===== config.mk =====
export PLATFORM = sky130hd
export DESIGN_NAME = ifu_inst_queue
export DESIGN_NICKNAME = d
export VERILOG_FILES = /design/src/rtl/ifu_pkg.sv /design/src/rtl/ifu_fifo.sv /design/src/rtl/ifu_inst_queue.sv
export SDC_FILE = /design/constraint.sdc
export NUM_CORES = 1
export LEC_CHECK = 0
export CAP_MARGIN = 5
export CORE_AREA = 2 2 146 254
export CTS_CLUSTER_SIZE = 28
export DETAILED_ROUTE_END_ITERATION = 7
export DIE_AREA = 0 0 148 256
export PLACE_DENSITY = 0.77
export SKIP_LAST_GASP = 1
export SYNTH_ARGS = -nofsm -noshare
export SYNTH_HDL_FRONTEND = slang
export SYNTH_SLANG_ARGS = --single-unit

===== constraint.sdc =====
create_clock -name clk -period 4.6 [get_ports clk]
set_input_delay 0.69 -clock clk [delete_from_list [all_inputs] [get_ports clk]]
set_output_delay 0.69 -clock clk [all_outputs]
set_load 0.05 [all_outputs]

===== src/rtl/ifu_pkg.sv =====
// Shared types for the fetch-to-decode instruction queue.
package ifu_pkg;

  localparam logic [63:0] RESET_PC = 64'h8000_0000;

  typedef struct packed {
    logic [63:0] pc;
    logic [31:0] inst;
  } fetch_entry_t;

  typedef enum logic [1:0] {
    WAIT,
    WAIT_DROP,
    STALL
  } iq_state_e;

endpackage


===== src/rtl/ifu_fifo.sv =====
// DEPTH-entry ring buffer of fetch entries with synchronous flush.
module ifu_fifo
  import ifu_pkg::*;
#(
  parameter int DEPTH = 4,
  localparam int AW = $clog2(DEPTH),
  localparam int CW = AW + 1
) (
  input  logic         clk,
  input  logic         rst_n,
  input  logic         push,
  input  fetch_entry_t wr_data,
  input  logic         pop,
  input  logic         flush,
  output fetch_entry_t head,
  output logic [CW-1:0] count,
  output logic         full,
  output logic         empty
);

  fetch_entry_t  mem [DEPTH];
  logic [AW-1:0] rd_ptr, wr_ptr;
  logic          do_push, do_pop;

  assign full  = (count == CW'(DEPTH));
  assign empty = (count == '0);

  // A push on a full queue is only allowed when the head leaves in the same cycle.
  assign do_push = push & (~full | pop);
  assign do_pop  = pop & ~empty;
  assign head    = mem[rd_ptr];

  always_ff @(posedge clk) begin
    if (do_push && !flush) mem[wr_ptr] <= wr_data;
  end

  always_ff @(posedge clk or negedge rst_n) begin
    if (!rst_n) begin
      rd_ptr <= '0;
      wr_ptr <= '0;
      count  <= '0;
    end else if (flush) begin
      rd_ptr <= '0;
      wr_ptr <= '0;
      count  <= '0;
    end else begin
      if (do_push) wr_ptr <= wr_ptr + AW'(1);
      if (do_pop)  rd_ptr <= rd_ptr + AW'(1);
      count <= count + CW'(do_push) - CW'(do_pop);
    end
  end

endmodule


===== src/rtl/ifu_inst_queue.sv =====
// Fetch-to-decode instruction queue: buffers fetch responses for decode and
// paces the fetch stage so that queued plus outstanding fetches never exceed DEPTH.
module ifu_inst_queue
  import ifu_pkg::*;
#(
  parameter int          DEPTH    = 4,
  parameter logic [63:0] RESET_PC = ifu_pkg::RESET_PC
) (
  input  logic        clk,
  input  logic        rst_n,
  input  logic        ifetch_inst_vld,
  input  logic [63:0] ifetch_inst_pc,
  input  logic [63:0] ifetch_inst,
  output logic        ifetch_req,
  output logic        ifetch_taken,
  output logic [63:0] ifetch_taken_pc,
  input  logic        redirect_vld,
  input  logic [63:0] redirect_pc,
  output logic        id_vld,
  output logic [63:0] id_pc,
  output logic [31:0] id_inst,
  input  logic        id_rdy
);

  localparam int CW = $clog2(DEPTH) + 1;
  // The boot fetch to RESET_PC is launched by the fetch stage itself.
  localparam logic [63:0] unused_reset_pc = RESET_PC;

  iq_state_e     state, state_nxt;
  logic [63:0]   pend_pc, pend_nxt;
  logic          push, pop, fifo_full, fifo_empty;
  logic [CW-1:0] count, count_nxt;
  fetch_entry_t  head, wr_data;
  logic          unused_inst_hi;

  assign unused_inst_hi = ^ifetch_inst[63:32];

  assign push      = (state == WAIT) & ifetch_inst_vld & ~redirect_vld;
  assign pop       = id_vld & id_rdy & ~redirect_vld;
  assign count_nxt = count + CW'(push) - CW'(pop);
  assign wr_data   = '{pc: ifetch_inst_pc, inst: ifetch_inst[31:0]};

  ifu_fifo #(.DEPTH(DEPTH)) u_fifo (
    .clk     (clk),
    .rst_n   (rst_n),
    .push    (push),
    .wr_data (wr_data),
    .pop     (pop),
    .flush   (redirect_vld),
    .head    (head),
    .count   (count),
    .full    (fifo_full),
    .empty   (fifo_empty)
  );

  assign id_vld  = ~fifo_empty;
  assign id_pc   = id_vld ? head.pc   : '0;
  assign id_inst = id_vld ? head.inst : '0;

  always_ff @(posedge clk or negedge rst_n) begin
    if (!rst_n) begin
      state   <= WAIT;
      pend_pc <= '0;
    end else begin
      state   <= state_nxt;
      pend_pc <= pend_nxt;
    end
  end

  always_comb begin
    state_nxt       = state;
    pend_nxt        = pend_pc;
    ifetch_req      = 1'b0;
    ifetch_taken    = 1'b0;
    ifetch_taken_pc = '0;
    case (state)
      WAIT: begin
        if (ifetch_inst_vld) begin
          if (redirect_vld) begin
            ifetch_req      = 1'b1;
            ifetch_taken    = 1'b1;
            ifetch_taken_pc = redirect_pc;
          end else if (count_nxt < CW'(DEPTH)) begin
            ifetch_req = 1'b1;
          end else begin
            state_nxt = STALL;
          end
        end else if (redirect_vld) begin
          pend_nxt  = redirect_pc;
          state_nxt = WAIT_DROP;
        end
      end
      WAIT_DROP: begin
        // The stale response only frees the fetch slot; the newest target wins.
        if (ifetch_inst_vld) begin
          ifetch_req      = 1'b1;
          ifetch_taken    = 1'b1;
          ifetch_taken_pc = redirect_vld ? redirect_pc : pend_pc;
          state_nxt       = WAIT;
        end else if (redirect_vld) begin
          pend_nxt = redirect_pc;
        end
      end
      STALL: begin
        if (redirect_vld) begin
          ifetch_req      = 1'b1;
          ifetch_taken    = 1'b1;
          ifetch_taken_pc = redirect_pc;
          state_nxt       = WAIT;
        end else if (count_nxt < CW'(DEPTH)) begin
          ifetch_req = 1'b1;
          state_nxt  = WAIT;
        end
      end
      default: state_nxt = WAIT;
    endcase
  end

  logic [CW:0] occupancy;
  assign occupancy = {1'b0, count} + (CW+1)'(state != STALL);

  a_no_resp_in_stall: assert property (@(posedge clk) disable iff (!rst_n)
    !(state == STALL && ifetch_inst_vld));
  a_occupancy: assert property (@(posedge clk) disable iff (!rst_n)
    occupancy <= (CW+1)'(DEPTH));
  a_single_outstanding: assert property (@(posedge clk) disable iff (!rst_n)
    !(ifetch_req && state != STALL && !ifetch_inst_vld));
  a_no_wait_when_full: assert property (@(posedge clk) disable iff (!rst_n)
    !(fifo_full && state == WAIT));

endmodule


==> impl_metrics.json, run 1 <==
{
  "synth-edff-count": 384,
  "dieHeight_um": 256,
  "cp_common_cell": "ha_1",
  "ys_top_cells_by_area": "edfxtp_1, mux4_2, dfrtp_1",
  "ir_drop_mv": 0.444,
  "first_global_vias": 10300,
  "synth_seq_cells": 457,
  "drt_pass1_iterations": 4,
  "start_kind": "flop",
  "tns_ns": 0,
  "hpwl_mm": 24.6,
  "synth_cell_type_count": 31,
  "grt_max_degree": 99,
  "async_flop_share_pct": 16.0,
  "cts_hold_buf": 0,
  "p_switching_mw": 4.61,
  "syn_nets": 1165,
  "grt_pass1_wl_mm": 59.5,
  "synthesis.area_sq_um": 18400,
  "power.leakage_nw": 7.98,
  "post_cts_resized": 0,
  "fmax_mhz": 240,
  "grt_antenna_before_repair": 9,
  "arrival_ns": 3.47,
  "drt-total-wl_mm": 38.7,
  "clk_latency_ns": 0.55,
  "pwr-share-comb_pct": 36.3,
  "post_cts_buffers": 0,
  "post-place-ws_ns": 0.649,
  "hold_class": "in2async",
  "synth_common_cells": "edfxtp_1, and2_1, mux4_2, dfrtp_1, nor2_1",
  "dp_cells": 1718,
  "final.setup_skew_ns": 0.0215,
  "clock_power_share_pct": 25.7,
  "cp.required_ns": 3.91,
  "ff2ff_path_depth": 4,
  "vias": 9756,
  "io_pins": 360,
  "worst_pin_slew_ns": 1.28,
  "yosysTopAreaCellShare_pct": 62.8,
  "power_mw": 13.2,
  "drcViolationCount": 0,
  "relSlewSlack_pct": 14.6,
  "final_nets": 1497,
  "p_per_area_nw_per_um2": 561,
  "instances_no_fill": 1802,
  "coreArea_sq_um": 35900,
  "min_period_ns": 4.16,
  "clkTransAtPathRegs_ns": 0.06,
  "die_x_um": 148,
  "track_usage_pct": 20.6,
  "worst-path-buf-inv": 2,
  "crit_slowest_cell": "clkdlybuf4s50_1",
  "syn-instance-count": 959,
  "synth_most_common_cell": "edfxtp_1",
  "cts_inserted_buffers": 41,
  "synth_ff_type": "edfxtp_1",
  "cts_tree": "yes",
  "path_cells": "or3_2 -> nand2_1 -> nor2_1 -> ha_1 -> inv_1 -> ha_1 -> a31oi_1 -> xor2_1 -> a21oi_1 -> clkdlybuf4s50_1",
  "die_area_sq_um": 37900,
  "p_seq_share_pct": 38.0,
  "timing_worst_setup_path_type": "reg2out",
  "drtIter0Drc": 531,
  "report.final.slew_viol_count": 0,
  "setup_viol": 0,
  "vias_per_cell": 5.41,
  "endpoint": "ifetch_req",
  "fin_util_pct": 65.6,
  "rr_startpoint": "state[0]",
  "swShare_pct": 34.8,
  "r2r_setup_slack_ns": 1.95,
  "seq_area_sq_um": 13400,
  "crit_path_end_kind": "output pin",
  "clockBufferDepth": 3,
  "ys_seq_area_share_pct": 72.8,
  "ys_warn_count": 0,
  "maxCapViolations": 0,
  "setup_ws_ns": 0.436,
  "clkSinkCount": 457,
  "routedWlPerCell_um": 21.5,
  "rsz0062_at_grt": "false",
  "crit_start": "u_fifo.count[1]",
  "cp_max_fo": 5,
  "regToRegEndpoint": "u_fifo.mem[1][28]",
  "port_buffers": 327,
  "h-tree-depth": 2,
  "p_int_mw": 8.62,
  "hold_slack_ns": 0.164,
  "grt_remaining_overflow": 0,
  "initial_core_util_pct": 51.1,
  "ant_nets": 0,
  "max_stage_delay_ns": 0.83,
  "yosysTopAreaCell": "edfxtp_1",
  "run_status": "finished, final reports clean",
  "critPathTopFamily": "buffers and inverters",
  "finalHoldViolCount": 0,
  "cts-root-buf": "clkbuf_16",
  "area_growth_pct": 28.4,
  "place_congestion": 0.814,
  "rows": 92,
  "multiInputGateArea_sq_um": 4660,
  "fin_area_sq_um": 23600,
  "drive_gt1_share_pct": 19.2,
  "fillerInstances": 2454,
  "syn_avg_cell_area_sq_um": 19.1,
  "finalCritPeriodShare_pct": 90.5,
  "worst-path-stages": 10,
  "placed_cell_area_sq_um": 22200
}
-- flip-flops by register name, indices dropped and copies added, names as in the netlist --
register       cells
u_fifo.count       3
u_fifo.mem       384
state              2
u_fifo.rd_ptr      2
u_fifo.wr_ptr      2
pend_pc           64
-- how the worst min path moves through the flow --
stage                       end  slack [ns]  cells after the start
global route        pend_pc[40]        0.19                      1
detailed placement     state[0]        0.49                      1
floorplan            pend_pc[0]        0.39                      0
global placement       state[0]        0.48                      1
CTS                 pend_pc[40]        0.15                      1
finish              pend_pc[22]        0.16                      1
-- kinds of logic (layout without fill, tap and decap cells) --
family / Yosys count / after routing / share of synthesized area (%)
mux: 199 / 199 / 17.8
compound gates: 31 / 31 / 1.25
fa+ha+maj: 9 / 9 / 0.654
flops: 457 / 457 / 72.8
other cells: 0 / 8 / 0
buf+inv: 71 / 436 / 1.93
xor+xnor: 5 / 5 / 0.239
simple gates: 187 / 187 / 5.34
-- layer usage --
layer / GRT usage [%] / wire length (um) / up-vias
li1: - / - / 4398
met1: 23.4 / 13800 / 4943
met2: 36.1 / 20800 / 328
met3: 5.03 / 2510 / 85
met4: 9.92 / 1650 / 2
met5: 0 / 12 / -
-- cells in the final DEF, fill, tap and decap left out, drive strengths merged, types with 13 or more instances in the layout --
cell	Yosys	final
a22oi	24	24
clkdlybuf4s50	0	325
mux2i	39	39
and2	101	101
mux4	96	96
mux2	64	64
inv	10	13
clkinv	0	18
nor2	73	73
dfrtp	73	73
buf	39	25
edfxtp	384	384
clkbuf	22	47
-- power by group through the flow --
stage	sequential [mW]	combinational [mW]	clock (mW)
2_1_floorplan	5.01	3.34	0
3_3_place_gp	5.09	4.84	0
3_5_place_dp	5.11	4.86	0
4_1_cts	5.03	4.88	3.49
5_1_grt	5.06	5.05	3.63
6_report	5.02	4.80	3.40
-- worst reg2reg max path: cells and delay by family, from the launching register on --
kind | cells | cell delay, ns
flip-flops | 1 | 0.42
buffers and inverters | 1 | 0.42
AND/OR/NAND/NOR | 2 | 1.04
AO/OA/AOI/OAI | 1 | 0.45
-- layout make-up --
| type | count | share of cell area [%] |
|---|---|---|
| Tap cell | 470 | 2.50 |
| Inverter | 10 | 0.159 |
| Clock buffer | 47 | 4.58 |
| Multi-Input combinational cell | 431 | 19.8 |
| Timing Repair Buffer | 350 | 15.0 |
| Clock inverter | 29 | 1.18 |
| Antenna cell | 8 | 0.0849 |
| Sequential cell | 457 | 56.7 |
Note: power is estimated with default switching activity, not from simulation.
==> run 2: changes to the inputs <==
GPL_ROUTABILITY_DRIVEN = 0   (was not set)
==> results of run 2 <==
Same layout as run 1: the final DEF is identical, and so are final timing and power.
==> run 3: changes to the inputs <==
CTS_BUF_LIST = sky130_fd_sc_hd__clkbuf_16   (was not set)
MAX_ROUTING_LAYER = met4   (was not set)
==> run 3 against run 2 <==
- first-iteration DRC count is 8.3% lower
- clock skew is 0.00050 ns higher
- cell area hardly changed
- largest power group unchanged
- critical path depth stayed put
- wire length hardly changed
- sequential cell count stayed put
- die area stayed put
- total power is 0.17% lower
- fmax hardly changed
- hold slack better by 0.0020 ns
- sequential share of layout area hardly changed
- global-route usage is 0.60 points higher
==> impl_metrics.json, run 3 (synthesized netlist as in run 1, its figures left out) <==
{
  "run_status": "finished, final reports clean",
  "post-place-ws_ns": 0.649,
  "instances_no_fill": 1803,
  "ant_nets": 0,
  "dieHeight_um": 256,
  "routedWlPerCell_um": 21.5,
  "h-tree-depth": 2,
  "coreArea_sq_um": 35900,
  "final_nets": 1497,
  "drtIter0Drc": 487,
  "relSlewSlack_pct": 14.7,
  "grt_max_degree": 99,
  "grt_antenna_before_repair": 9,
  "fin_util_pct": 65.6,
  "path_cells": "or3_2 -> nand2_1 -> nor2_1 -> ha_1 -> inv_1 -> ha_1 -> a31oi_1 -> xor2_1 -> a21oi_1 -> clkdlybuf4s50_1",
  "cts-root-buf": "clkbuf_16",
  "die_area_sq_um": 37900,
  "clkTransAtPathRegs_ns": 0.06,
  "rows": 92,
  "grt.busiest_layer": "met2",
  "cts_inserted_buffers": 41,
  "cp_common_cell": "ha_1",
  "cp_max_fo": 5,
  "vias": 9781,
  "cp.required_ns": 3.91,
  "fillerInstances": 2453,
  "max_stage_delay_ns": 0.83,
  "grt_pass1_wl_mm": 59.3,
  "hpwl_mm": 24.6,
  "port_buffers": 327,
  "grt_remaining_overflow": 0,
  "placed_cell_area_sq_um": 22200,
  "grt_use_met2_pct": 36.1,
  "power.leakage_nw": 7.99,
  "area_growth_pct": 28.3,
  "finalHoldViolCount": 0,
  "gr-usage-met1_pct": 23.0,
  "final.setup_skew_ns": 0.0220,
  "setup_viol": 0,
  "ir_drop_mv": 0.446,
  "crit_path_end_kind": "output pin",
  "worst_pin_slew_ns": 1.28,
  "grt_use_met3_pct": 5.51,
  "p_per_area_nw_per_um2": 560,
  "hold_class": "in2async",
  "drt-total-wl_mm": 38.7,
  "clockBufferDepth": 3,
  "initial_core_util_pct": 51.1,
  "fin_area_sq_um": 23600,
  "start_kind": "flop",
  "maxCapViolations": 0,
  "io_pins": 360,
  "drcViolationCount": 0,
  "vias_per_cell": 5.42,
  "drt_pass1_iterations": 5,
  "post_cts_buffers": 0,
  "cts_hold_buf": 0,
  "report.final.slew_viol_count": 0,
  "tns_ns": 0,
  "post_cts_resized": 0,
  "first_global_vias": 10400,
  "die_x_um": 148,
  "regMostFlops": "u_fifo.mem",
  "finalCritPeriodShare_pct": 90.6,
  "clk_latency_ns": 0.55,
  "timing_worst_setup_path_type": "reg2out",
  "fmax_mhz": 240,
  "drive_gt1_share_pct": 19.1,
  "setup_ws_ns": 0.435,
  "min_period_ns": 4.17,
  "clkSinkCount": 457,
  "layout_commonest_cell": "edfxtp_1",
  "track_usage_pct": 21.2,
  "layout_common_cells": "edfxtp_1, clkdlybuf4s50_1, mux4_2, and2_1, nor2_1",
  "crit_slowest_cell": "clkdlybuf4s50_1",
  "largest_register_ffs": 384,
  "cts_tree": "yes",
  "arrival_ns": 3.48,
  "dp_cells": 1718,
  "largestRegisters": "u_fifo.mem: 384 flops, pend_pc: 64 flops, u_fifo.count: 3 flops",
  "rsz0062_at_grt": "false"
}
## run 3: cell types whose count changed in the layout (fill, tap and decap cells not counted), sizes merged
cell | before | now
inv | 13 | 17
diode | 8 | 9
clkbuf | 47 | 42
clkinv | 18 | 19
## run 3: where the power goes
group	total, mW	switching, mW	internal, mW
sequential	5.02	0.193	4.83
combinational	4.81	2.95	1.86
clock	3.38	1.47	1.91
## run 3: through the flow
step / hold slack [ns] / total power [mW]
final: 0.166 / 13.2
after global routing: 0.190 / 13.7
after CTS: 0.153 / 13.4
after detailed placement: 0.490 / 9.97
after global placement: 0.478 / 9.93
after floorplan: 0.394 / 8.35
## run 3: worst max-delay path, delay by kind of cell (launching register included)
kind / cells / cell delay, ns
buf+inv: 2 / 0.88
simple gates: 3 / 0.71
flops: 1 / 0.44
fa+ha+maj: 2 / 0.42
compound gates: 2 / 0.36
xor+xnor: 1 / 0.11
## run 3: worst paths after layout
check                                 from           endpoint  slack [ns]  depth (start not counted)
setup / recovery           u_fifo.count[1]         ifetch_req        0.43                         10
hold / removal                       rst_n        pend_pc[11]        0.17                          1
setup reg to reg                  state[0]  u_fifo.mem[0][26]        1.96                          4
hold reg to reg                   state[1]           state[0]        0.50                          1
max in group asynchronous            rst_n   u_fifo.rd_ptr[1]        3.32                          2
min in group clk                  state[1]           state[0]        0.50                          1
## run 3: layout make-up
type | instances | area (sq um) | share of cell area, %
clock inverters | 34 | 297 | 1.26
multi-input cells | 431 | 4660 | 19.8
diodes | 9 | 22.5 | 0.0956
well taps | 470 | 588 | 2.50
inverters | 10 | 37.5 | 0.159
flip-flops and latches | 457 | 13400 | 56.7
clock buffers | 42 | 1050 | 4.46
repair buffers | 350 | 3540 | 15.0
## run 3: metal layers
layer / routed length, um / up-vias
met1: 13800 / 4975
met3: 2640 / 89
met5: 0 / -
met4: 1680 / 0
li1: - / 4403
met2: 20600 / 314
